<file path="config.mk">
export PLATFORM = sky130hd
export DESIGN_NAME = ps2_cmd_ctrl
export DESIGN_NICKNAME = d
export VERILOG_FILES = /design/src/rtl/ps2_pkg.sv /design/src/rtl/ps2_tx_shifter.sv /design/src/rtl/ps2_cmd_ctrl.sv
export SDC_FILE = /design/constraint.sdc
export NUM_CORES = 1
export LEC_CHECK = 0
export ABC_AREA = 1
export CORE_AREA = 2 2 113 115
export DETAILED_ROUTE_END_ITERATION = 10
export DIE_AREA = 0 0 115 117
export PLACE_DENSITY = 0.82
export SYNTH_ARGS = -nofsm -noshare
export SYNTH_HDL_FRONTEND = slang
export SYNTH_SLANG_ARGS = --single-unit
</file>
<file path="constraint.sdc">
create_clock -name computerClk -period 2.6 [get_ports computerClk]
set_clock_uncertainty 0.2 [all_clocks]
set_input_delay 0.39 -clock computerClk [delete_from_list [all_inputs] [get_ports computerClk]]
set_output_delay 0.39 -clock computerClk [all_outputs]
set_load 0.005 [all_outputs]
</file>
<file path="src/rtl/ps2_pkg.sv">
// ps2_pkg: shared sequencer states, error codes, PS/2 protocol constants and parity helper
package ps2_pkg;

    typedef enum logic [2:0] {
        IDLE,
        INHIBIT,
        RTS,
        TX_BITS,
        LINE_ACK,
        WAIT_RESP,
        NEXT
    } ps2_state_t;

    localparam logic [1:0] ERR_NONE      = 2'b00;
    localparam logic [1:0] ERR_TIMEOUT   = 2'b01;
    localparam logic [1:0] ERR_LINE_NACK = 2'b10;
    localparam logic [1:0] ERR_RESEND    = 2'b11;

    localparam logic [7:0] PS2_ACK      = 8'hFA;
    localparam logic [7:0] PS2_RESEND   = 8'hFE;
    localparam logic [7:0] PS2_CMD_LEDS = 8'hED;

    localparam int PS2_FRAME_LEN = 11;

    function automatic logic odd_parity(input logic [7:0] b);
        return ~^b;
    endfunction

endpackage

</file>
<file path="src/rtl/ps2_tx_shifter.sv">
// ps2_tx_shifter: host-to-device frame shifter; drives start/data/parity/stop on device clock falls
module ps2_tx_shifter
    import ps2_pkg::*;
(
    input  logic       computerClk,
    input  logic       rst_n,
    input  logic       start,
    input  logic       abort,
    input  logic       clk_fall,
    input  logic       dat_sync,
    input  logic [7:0] byte_in,
    output logic       data_oe,
    output logic       line_ack_ok,
    output logic       line_ack_bad
);

    localparam logic [3:0] LAST = 4'(PS2_FRAME_LEN - 1);

    logic [3:0] n;
    logic       active;

    // Start bit on start, then data LSB first, parity, stop release, and the device ACK sample on the last fall
    always_ff @(posedge computerClk or negedge rst_n) begin
        if (!rst_n) begin
            n            <= '0;
            active       <= 1'b0;
            data_oe      <= 1'b0;
            line_ack_ok  <= 1'b0;
            line_ack_bad <= 1'b0;
        end else begin
            line_ack_ok  <= 1'b0;
            line_ack_bad <= 1'b0;
            if (abort) begin
                active  <= 1'b0;
                data_oe <= 1'b0;
            end else if (start) begin
                active  <= 1'b1;
                n       <= '0;
                data_oe <= 1'b1;
            end else if (active && clk_fall) begin
                n <= n + 4'd1;
                if (n < 4'd8)
                    data_oe <= ~byte_in[n[2:0]];
                else if (n == 4'd8)
                    data_oe <= ~odd_parity(byte_in);
                else if (n == 4'd9)
                    data_oe <= 1'b0;
                else if (n == LAST) begin
                    active       <= 1'b0;
                    line_ack_ok  <= ~dat_sync;
                    line_ack_bad <= dat_sync;
                end
            end
        end
    end

endmodule

</file>
<file path="src/rtl/ps2_cmd_ctrl.sv">
// ps2_cmd_ctrl: PS/2 host-to-keyboard command sequencer (inhibit, RTS, shift, line ACK, 0xFA/0xFE wait)
// Build option: define PS2_CMD_RETRY_EN to resend a byte on line NACK or 0xFE up to MAX_RETRY times.
module ps2_cmd_ctrl
    import ps2_pkg::*;
#(
    parameter int CLK_HZ     = 50_000_000,
    parameter int INHIBIT_US = 100,
    parameter int TIMEOUT_MS = 20,
    parameter int MAX_RETRY  = 3
) (
    input  logic       computerClk,
    input  logic       rst_n,
    input  logic       cmd_valid,
    output logic       cmd_ready,
    input  logic [7:0] cmd_byte,
    input  logic       cmd_has_arg,
    input  logic [7:0] cmd_arg,
    input  logic       ps2_kbclk,
    input  logic       ps2_kbdat,
    output logic       ps2_kbclk_oe,
    output logic       ps2_kbdat_oe,
    input  logic       rx_busy,
    input  logic       rx_valid,
    input  logic [7:0] rx_data,
    output logic       rx_enable,
    output logic       done,
    output logic       error,
    output logic [1:0] err_code
);

    localparam logic [31:0] INHIBIT_CYC = 32'(CLK_HZ / 1_000_000 * INHIBIT_US);
    localparam logic [31:0] TIMEOUT_CYC = 32'(TIMEOUT_MS * CLK_HZ / 1000);

    ps2_state_t  state;
    logic [1:0]  kbclk_s, kbdat_s;
    logic        kbclk_q, clk_fall;
    logic [31:0] inh_cnt, wd_cnt;
    logic [7:0]  cmd_q, arg_q, cur_byte;
    logic        has_arg_q, arg_cur, nack_q, rdy_en;
    logic        watching, timeout, acked, fail, start, retry_ok;
    logic        ack_ok, ack_bad;
    logic [1:0]  fail_code;

    // Two-flop synchronisers on the raw lines plus a delayed clock copy for fall detection
    always_ff @(posedge computerClk or negedge rst_n) begin
        if (!rst_n) begin
            kbclk_s <= 2'b11;
            kbdat_s <= 2'b11;
            kbclk_q <= 1'b1;
        end else begin
            kbclk_s <= {kbclk_s[0], ps2_kbclk};
            kbdat_s <= {kbdat_s[0], ps2_kbdat};
            kbclk_q <= kbclk_s[1];
        end
    end

    assign clk_fall  = kbclk_q & ~kbclk_s[1];
    assign cur_byte  = arg_cur ? arg_q : cmd_q;
    assign cmd_ready = rdy_en && state == IDLE && !rx_busy;
    assign watching  = state inside {RTS, TX_BITS, LINE_ACK, WAIT_RESP};
    assign timeout   = watching && wd_cnt == 32'd1;
    assign acked     = state == WAIT_RESP && rx_valid && rx_data == PS2_ACK;
    assign fail      = (state == LINE_ACK && nack_q) ||
                       (state == WAIT_RESP && rx_valid && rx_data == PS2_RESEND);
    assign fail_code = state == LINE_ACK ? ERR_LINE_NACK : ERR_RESEND;
    assign start     = state == INHIBIT && inh_cnt == 32'd0;

`ifdef PS2_CMD_RETRY_EN
    localparam int RW = $clog2(MAX_RETRY + 2);
    logic [RW-1:0] retry_cnt;

    // Resend count for the byte in flight; cleared on accept and whenever a byte is acknowledged
    always_ff @(posedge computerClk or negedge rst_n) begin
        if (!rst_n)
            retry_cnt <= '0;
        else if ((state == IDLE && cmd_valid && cmd_ready) || acked)
            retry_cnt <= '0;
        else if (fail && retry_ok && !timeout)
            retry_cnt <= retry_cnt + 1'b1;
    end

    assign retry_ok = retry_cnt < RW'(MAX_RETRY);
`else
    assign retry_ok = MAX_RETRY < 0;
`endif

    ps2_tx_shifter u_shifter (
        .computerClk  (computerClk),
        .rst_n        (rst_n),
        .start        (start),
        .abort        (timeout),
        .clk_fall     (clk_fall),
        .dat_sync     (kbdat_s[1]),
        .byte_in      (cur_byte),
        .data_oe      (ps2_kbdat_oe),
        .line_ack_ok  (ack_ok),
        .line_ack_bad (ack_bad)
    );

    // Main sequencer; clock line, receiver gate and status outputs are registered here
    always_ff @(posedge computerClk or negedge rst_n) begin
        if (!rst_n) begin
            state        <= IDLE;
            inh_cnt      <= '0;
            wd_cnt       <= '0;
            cmd_q        <= '0;
            arg_q        <= '0;
            has_arg_q    <= 1'b0;
            arg_cur      <= 1'b0;
            nack_q       <= 1'b0;
            rdy_en       <= 1'b0;
            ps2_kbclk_oe <= 1'b0;
            rx_enable    <= 1'b1;
            done         <= 1'b0;
            error        <= 1'b0;
            err_code     <= ERR_NONE;
        end else begin
            rdy_en <= 1'b1;
            done   <= 1'b0;
            error  <= 1'b0;
            if (watching)
                wd_cnt <= wd_cnt - 32'd1;
            if (timeout) begin
                state        <= IDLE;
                ps2_kbclk_oe <= 1'b0;
                rx_enable    <= 1'b1;
                error        <= 1'b1;
                err_code     <= ERR_TIMEOUT;
            end else if (fail) begin
                if (retry_ok) begin
                    state        <= INHIBIT;
                    inh_cnt      <= INHIBIT_CYC - 32'd1;
                    ps2_kbclk_oe <= 1'b1;
                    rx_enable    <= 1'b0;
                end else begin
                    state     <= IDLE;
                    rx_enable <= 1'b1;
                    error     <= 1'b1;
                    err_code  <= fail_code;
                end
            end else begin
                case (state)
                    IDLE: if (cmd_valid && cmd_ready) begin
                        cmd_q        <= cmd_byte;
                        arg_q        <= cmd_arg;
                        has_arg_q    <= cmd_has_arg;
                        arg_cur      <= 1'b0;
                        err_code     <= ERR_NONE;
                        state        <= INHIBIT;
                        inh_cnt      <= INHIBIT_CYC - 32'd1;
                        ps2_kbclk_oe <= 1'b1;
                        rx_enable    <= 1'b0;
                    end
                    INHIBIT: if (inh_cnt == 32'd0) begin
                        state        <= RTS;
                        ps2_kbclk_oe <= 1'b0;
                        wd_cnt       <= TIMEOUT_CYC;
                    end else
                        inh_cnt <= inh_cnt - 32'd1;
                    RTS: state <= TX_BITS;
                    TX_BITS: if (ack_ok || ack_bad) begin
                        state  <= LINE_ACK;
                        nack_q <= ack_bad;
                    end
                    LINE_ACK: begin
                        state     <= WAIT_RESP;
                        rx_enable <= 1'b1;
                    end
                    WAIT_RESP: if (acked) state <= NEXT;
                    NEXT: if (has_arg_q && !arg_cur) begin
                        arg_cur      <= 1'b1;
                        state        <= INHIBIT;
                        inh_cnt      <= INHIBIT_CYC - 32'd1;
                        ps2_kbclk_oe <= 1'b1;
                        rx_enable    <= 1'b0;
                    end else begin
                        state <= IDLE;
                        done  <= 1'b1;
                    end
                    default: state <= IDLE;
                endcase
            end
        end
    end

endmodule

</file>
==> results of run 1 <==
synthesized netlist by cell type, types with 9 or more instances:
cell type | n | area share
nor2_2 | 11 | 0.010
xor2_1 | 29 | 0.038
o21ai_0 | 41 | 0.031
xnor2_1 | 9 | 0.012
nor3_1 | 11 | 0.0083
nand3_1 | 52 | 0.039
dfrtp_1 | 100 | 0.38
inv_1 | 90 | 0.051
a21oi_1 | 13 | 0.0098
nand2_1 | 358 | 0.20
nor2_1 | 166 | 0.094
state kept, by name, indices dropped and copies added, names as in the netlist, 2 cells and up:
register,count
kbdat_s,2
wd_cnt,32
kbclk_s,2
state,3
u_shifter.n,4
arg_q,8
inh_cnt,32
err_code,2
cmd_q,8
worst register-to-register path, cell delays in order (launching register included):
cell and delay (ps):
dfrtp_1 390, inv_1 150, ha_1 250, nand2_1 140, nor2_1 290, nand2_1 170
nor2_1 200, xor2_1 160, nor2_1 50, nand2_1 60, nand2_1 40
per-layer routing:
layer / GRT usage / up-vias
li1: - / 3053
met1: 0.276 / 2703
met2: 0.396 / 109
met3: 0.0499 / 18
met4: 0.0675 / 0
met5: 0 / -
worst min-delay path by stage:
| stage | from | to | slack, ps | depth (start not counted) |
|---|---|---|---|---|
| 6_report | kbdat_s[0] | kbdat_s[1] | 160 | 0 |
| 3_3_place_gp | kbdat_s[0] | kbdat_s[1] | 150 | 0 |
| 4_1_cts | kbclk_s[0] | kbclk_s[1] | 160 | 0 |
| 2_1_floorplan | rst_n | arg_cur | -110 | 0 |
| 3_5_place_dp | kbdat_s[0] | kbdat_s[1] | 150 | 0 |
| 5_1_grt | kbclk_s[0] | kbclk_s[1] | 160 | 0 |
through the flow:
| stage | instance area [um2] | util | cells |
|---|---|---|---|
| 4_1_cts | 7460 | 0.606 | 1162 |
| 2_1_floorplan | 6630 | - | 964 |
| 3_5_place_dp | 7170 | 0.582 | 1145 |
| 5_1_grt | 7460 | 0.606 | 1162 |
| 6_report | 7460 | 0.606 | 1162 |
| 3_3_place_gp | 7170 | 0.582 | 1145 |
power by group:
| part | switching [mW] | internal (mW) | leakage [nW] |
|---|---|---|---|
| Clock | 0.639 | 0.692 | 0.139 |
| Combinational | 2.19 | 1.15 | 2.43 |
| Sequential | 0.361 | 2.07 | 1.33 |
layout make-up:
| type | count | area (um2) |
|---|---|---|
| inverters | 97 | 364 |
| flip-flops and latches | 106 | 2660 |
| clock buffers | 11 | 243 |
| well taps | 150 | 188 |
| repair buffers | 51 | 505 |
| clock inverters | 5 | 45.0 |
| fillers | 1128 | 4850 |
| multi-input cells | 742 | 3460 |
kinds of logic after synthesis:
kind of cell / after synthesis
AND/OR/NAND/NOR: 635
buffers and inverters: 116
flip-flops: 106
AO/OA/AOI/OAI: 61
XOR/XNOR: 38
adder cells (fa/ha/maj): 7
other: 1
what timing repair did:
item	in CTS	in global routing
endpoints found under the setup margin	0	0
hold buffers	1	0
setup buffers	0	0
endpoints found under the hold margin	31	0
==> summary.md, run 1 <==
| Metric | Value |
|---|---|
| Crit end category | `primary output` |
| Post-synth EDFFs | `0` |
| Leakage | `slightly below 4 nW` |
| Input/output buffers | `39` |
| H-tree level count | `3` |
| RSZ-0062 raised after global routing | `no` |
| Die ar. | `roughly 13,000 um2` |
| Clock Tree Root | `clkbuf_16` |
| Initial Util | `0.538` |
| Largest family of logic cells by synthesized area | `simple AND/OR/NAND/NOR gates` |
| Top Ports | `40` |
| Synthesis Warnings | `0` |
| Initial antenna violation count | `0` |
| Post-DP HPWL | `roughly 10 mm` |
| Post-Syn Nets | `~1,000` |
| Routed wire per std cell | `roughly 12 um` |
| Yosys reg bits | `106` |
| Mapped Cells | `964` |
| R2R depth | `10` |
| Most common cell after layout, fill and taps aside | `nand2_1` |
| Chip Width | `between 100 and 150 um` |
| Router iterations before antenna repair | `5` |
| Core Footprint | `between 10,000 and 15,000 um2` |
| CP max stage delay | `approximately 520 ps` |
| Vias in the first global route | `around 5,500` |
| Most frequent cells in the layout | `nand2_1 (358), nor2_1 (166), dfrtp_1 (100)` |
| Final-report setup violation count | `0` |
| Pwr Total | `about 7.1 mW` |
| Clock Sinks | `about 110` |
| Core Rows | `41` |
| Clock slew at reported path FFs | `70 ps` |
| Critical path data arrival time | `about 1800 ps` |
| VDD IR-drop max | `around 600 uV` |
| Fin crit period | `2410 ps` |
| CP required | `2010 ps` |
| P&R area growth vs syn | `12.6%` |
| Worst setup SP type | `register` |
| Worst skew pair latency | `between 300 and 400 ps` |
| Netlist cell types | `40` |
| CP bufs+invs | `1` |
| Clk buf depth | `2` |
| Final hold violations | `0` |
| Met3 Wirelength | `~500 um` |
| GRT Total Usage | `0.224` |
| Final setup margin | `roughly 190 ps` |
| Mux cell area share after synthesis | `0` |
| Classification of the worst setup path | `register to primary output` |
| Largest net degree at the start of global routing | `54` |
| F_max | `roughly 0.42 GHz` |
| DRC viols | `0` |
| FFs w/ async S/R, synth | `1.00` |
| Nets | `roughly 1,000` |
| Ys flop type | `dfrtp_1` |
| First-pass GRT wire length | `about 24 mm` |
| Avg Cell Area, Syn | `between 6 and 7 um2` |
| CP delay by family, top | `buffers and inverters` |
| Reg2reg start | `inh_cnt[0]` |
| Dpl ws | `approximately 130 ps` |
| Num CTS Buffers | `9` |
| Grt ovf | `0` |
| Power Density | `about 950 nW/um2` |
| Critical-path top delay cell | `clkdlybuf4s50_1` |
| Met1 wire length | `approximately 6.5 mm` |
| Post-CTS sizing | `0` |
| Post-synthesis simple-gate area fraction | `0.409` |
| XOR/XNOR share of the synthesized area | `0.0502` |
| WHS | `158 ps` |
| Post-Synthesis Cell Area | `between 6000 and 7000 um2` |
| Final count of pins violating max slew | `0` |
| Status | `finished clean` |
| Fraction of the yosys area taken by sequential cells | `0.401` |
| HP Class | `register to register` |
| CP Launch Point | `state[2]` |
| Number of vias per cell | `roughly 5.1` |
| DR iter-0 viols | `approximately 340` |
| Placer's final routability congestion estimate | `just over 0.9` |
| DR top layer | `met4` |
| Met2 wire length | `just under 7 mm` |
| Adder-cell share of the synthesized area | `0.0132` |
| Layout cell share with drive strength beyond 1 | `0.0751` |
| DRT Wirelength | `approximately 14 mm` |
| CTS tree | `built` |
| FF-to-FF End | `inh_cnt[26]` |
| Crit-path max FO | `7` |
| Antenna diode count | `0` |
| Crit share post-route | `0.927` |
| WP depth | `4` |
| Max cap viols | `0` |
| Crit path capture | `cmd_ready` |
| Via count | `between 5,000 and 6,000` |
| Reg2Reg Setup Slack | `about 400 ps` |
| Critical-path cell list | `nor2_2, nand2_1, nor3_2, clkdlybuf4s50_1` |
| Post-synthesis compound-gate area fraction | `0.0489` |
| Die Ht | `117 um` |
| Routed Antenna Nets | `0` |
| Final TNS setup | `0 ps` |
Note: power is estimated with default switching activity, not from simulation.
==> inputs of run 2 (changes only) <==
REMOVE_ABC_BUFFERS = 1   (was unset)
==> run 2 against run 1 <==
Routed wire length fell by 0.24%. Via count fell by 0.20%. Utilization barely moved. Highest routed layer unchanged. Flip-flop and latch count did not move. The flow now finishes with violations (design-rule violations).
==> summary.md, run 2 (synthesized netlist as in run 1, its figures left out) <==
| Metric | Value |
|---|---|
| Routed Antenna Nets | `0 (unchanged)` |
| H-tree level count | `3 (unchanged)` |
| Worst setup SP type | `register` |
| Post-CTS setup repair buffer count | `0 (unchanged)` |
| Status | `finished, violations left` |
| Worst skew pair latency | `360 ps (about the same)` |
| Clock Sinks | `106 (unchanged)` |
| Final setup margin | `215 ps (+24.9 ps)` |
| Crit share post-route | `0.917 (-0.00957)` |
| Violated checks | `design-rule violations` |
| GRT Total Usage | `0.222 (-0.00215)` |
| DRT Wirelength | `14.1 mm (-0.24%)` |
| F_max | `0.419 GHz (+1.0%)` |
| CTS tree | `built` |
| Num CTS Buffers | `9 (unchanged)` |
| Final instance area | `7460 um2 (about the same)` |
| DR iter-0 viols | `400 (+19%)` |
| Slew headroom | `0.536` |
| Crit end category | `primary output` |
| DRC viols | `1 (+1)` |
| Initial antenna violation count | `0 (unchanged)` |
| Vias in the first global route | `5,400 (-2.5%)` |
| Placed cells | `1,144 (-0.087%)` |
| Worst Tran Pin Value | `between 600 and 700 ps` |
| Placer's final routability congestion estimate | `0.910 (-1.3%)` |
| Via count | `5,871 (-0.20%)` |
| Max cap viols | `0 (unchanged)` |
| R2R depth | `8 (-2)` |
| Final TNS setup | `0 ps (unchanged)` |
| Critical path data arrival time | `1790 ps (-30 ps)` |
| Critical-path cell list | `nor2_2, nand2_1, nor3_2, clkdlybuf4s50_1` |
| Die ar. | `13,500 um2 (unchanged)` |
| Core Footprint | `12,300 um2 (unchanged)` |
| Layout Cells excl Fill | `1,161 (-0.086%)` |
| Grt ovf | `0 (unchanged)` |
| Final hold violations | `0 (unchanged)` |
| CP required | `2010 ps (about the same)` |
| Classification of the worst setup path | `register to primary output` |
| Chip Width | `115 um (unchanged)` |
| VDD IR-drop max | `618 uV (about the same)` |
| WHS Path Cells | `0 (unchanged)` |
| Routed wire per std cell | `12.2 um (-0.15%)` |
| Clock slew at reported path FFs | `70 ps (about the same)` |
| Most common cell after layout, fill and taps aside | `nand2_1` |
| WP depth | `4 (unchanged)` |
| Input/output buffers | `39 (unchanged)` |
| Most frequent cells in the layout | `nand2_1 (358), nor2_1 (166), dfrtp_1 (100)` |
| HP Class | `register to register` |
| RSZ-0062 raised after global routing | `no` |
| Met2 wire length | `7.01 mm (+1.0%)` |
| Nets | `1,045 (-0.096%)` |
| Clk buf depth | `2 (unchanged)` |
| Final count of pins violating max slew | `0 (unchanged)` |
| Antenna diode count | `0 (unchanged)` |
| P&R area growth vs syn | `12.6% (about the same)` |
| Clock Tree Root | `clkbuf_16` |
| CP max stage delay | `530 ps (about the same)` |
| Pwr Total | `7.05 mW (-0.65%)` |
| First-pass GRT wire length | `24.0 mm (-1.2%)` |
| Critical-path top delay cell | `clkdlybuf4s50_1` |
| Number of vias per cell | `5.06 (-0.12%)` |
| Leakage | `3.89 nW (-0.17%)` |
| CP delay by family, top | `buffers and inverters` |
| Top Ports | `40 (unchanged)` |
| Core Rows | `41 (unchanged)` |
| Crit-path max FO | `7 (unchanged)` |
| Post-DP HPWL | `10.4 mm (-0.50%)` |
| Largest regs | `inh_cnt: 32 flops, wd_cnt: 32 flops` |
| Largest net degree at the start of global routing | `52 (-3.7%)` |
| Final-report setup violation count | `0 (unchanged)` |
| Die Ht | `117 um (unchanged)` |
| Placed Area | `7170 um2 (about the same)` |
| Router iterations before antenna repair | `8 (+3)` |
| Dpl ws | `125 ps (-1.08 ps)` |
| CP bufs+invs | `1 (unchanged)` |
| Initial Util | `0.538 (unchanged)` |
| Power Density | `945 nW/um2 (-0.61%)` |
| Met1 wire length | `6.36 mm (-2.3%)` |
| Met3 Wirelength | `496 um (-0.80%)` |
| Layout cell share with drive strength beyond 1 | `0.0752 (about the same)` |
| DR top layer | `met4` |
| Fin crit period | `2380 ps (-24.9 ps)` |
## run 2: cell types whose count changed in the layout (fill, tap and decap cells not counted), sizes merged
cell / change
buf: -1
clkbuf: -2
clkinv: +3
clkinvlp: +1
inv: -2
## run 2: where the power goes
part | switching, mW | leakage, nW | internal [mW]
Clock | 0.643 | 0.132 | 0.656
Sequential | 0.353 | 1.33 | 2.07
Combinational | 2.18 | 2.43 | 1.16
Total | 3.17 | 3.89 | 3.88
## run 2: worst register-to-register path: stages, from the launching register on
cell and delay, ps:
dfrtp_1 410, inv_1 100, nand2_1 90, nor2_1 400, clkinv_1 410, buf_4 320, nor2_1 130, nand2_1 60
nand2_1 70
## run 2: timing repair
action,CTS,global route
gates resized for setup,0,0
endpoints found under the hold margin,48,0
hold buffers,1,0
## run 2: cell type report
type	instances	area, um2
Timing Repair Buffer	50	510
Inverter	97	364
Clock buffer	9	225
Clock inverter	7	55.1
Sequential cell	106	2660
Fill cell	1131	4850
Tap cell	150	188
Multi-Input combinational cell	742	3460
## run 2: per-stage QoR
step / utilization / hold WS [ps]
floorplan: - / -106
finish: 0.606 / 159
global route: 0.606 / 164
CTS: 0.606 / 160
global placement: 0.583 / 155
detailed placement: 0.583 / 150
## run 2: layer usage
metal,track usage,up-vias
li1,-,3055
met1,0.279,2676
met2,0.379,117
met3,0.0510,23
met4,0.0747,0
met5,0,-
## run 2: path summary, 6_finish.rpt
| kind | start | slack [ps] | end |
|---|---|---|---|
| max | state[2] | 220 | cmd_ready |
| min | kbdat_s[0] | 160 | kbdat_s[1] |
| max reg2reg | state[1] | 350 | inh_cnt[31] |
| min reg2reg | kbdat_s[0] | 160 | kbdat_s[1] |
| max in group asynchronous | rst_n | 1100 | kbclk_s[1] |
| min in group asynchronous | rst_n | 420 | wd_cnt[21] |
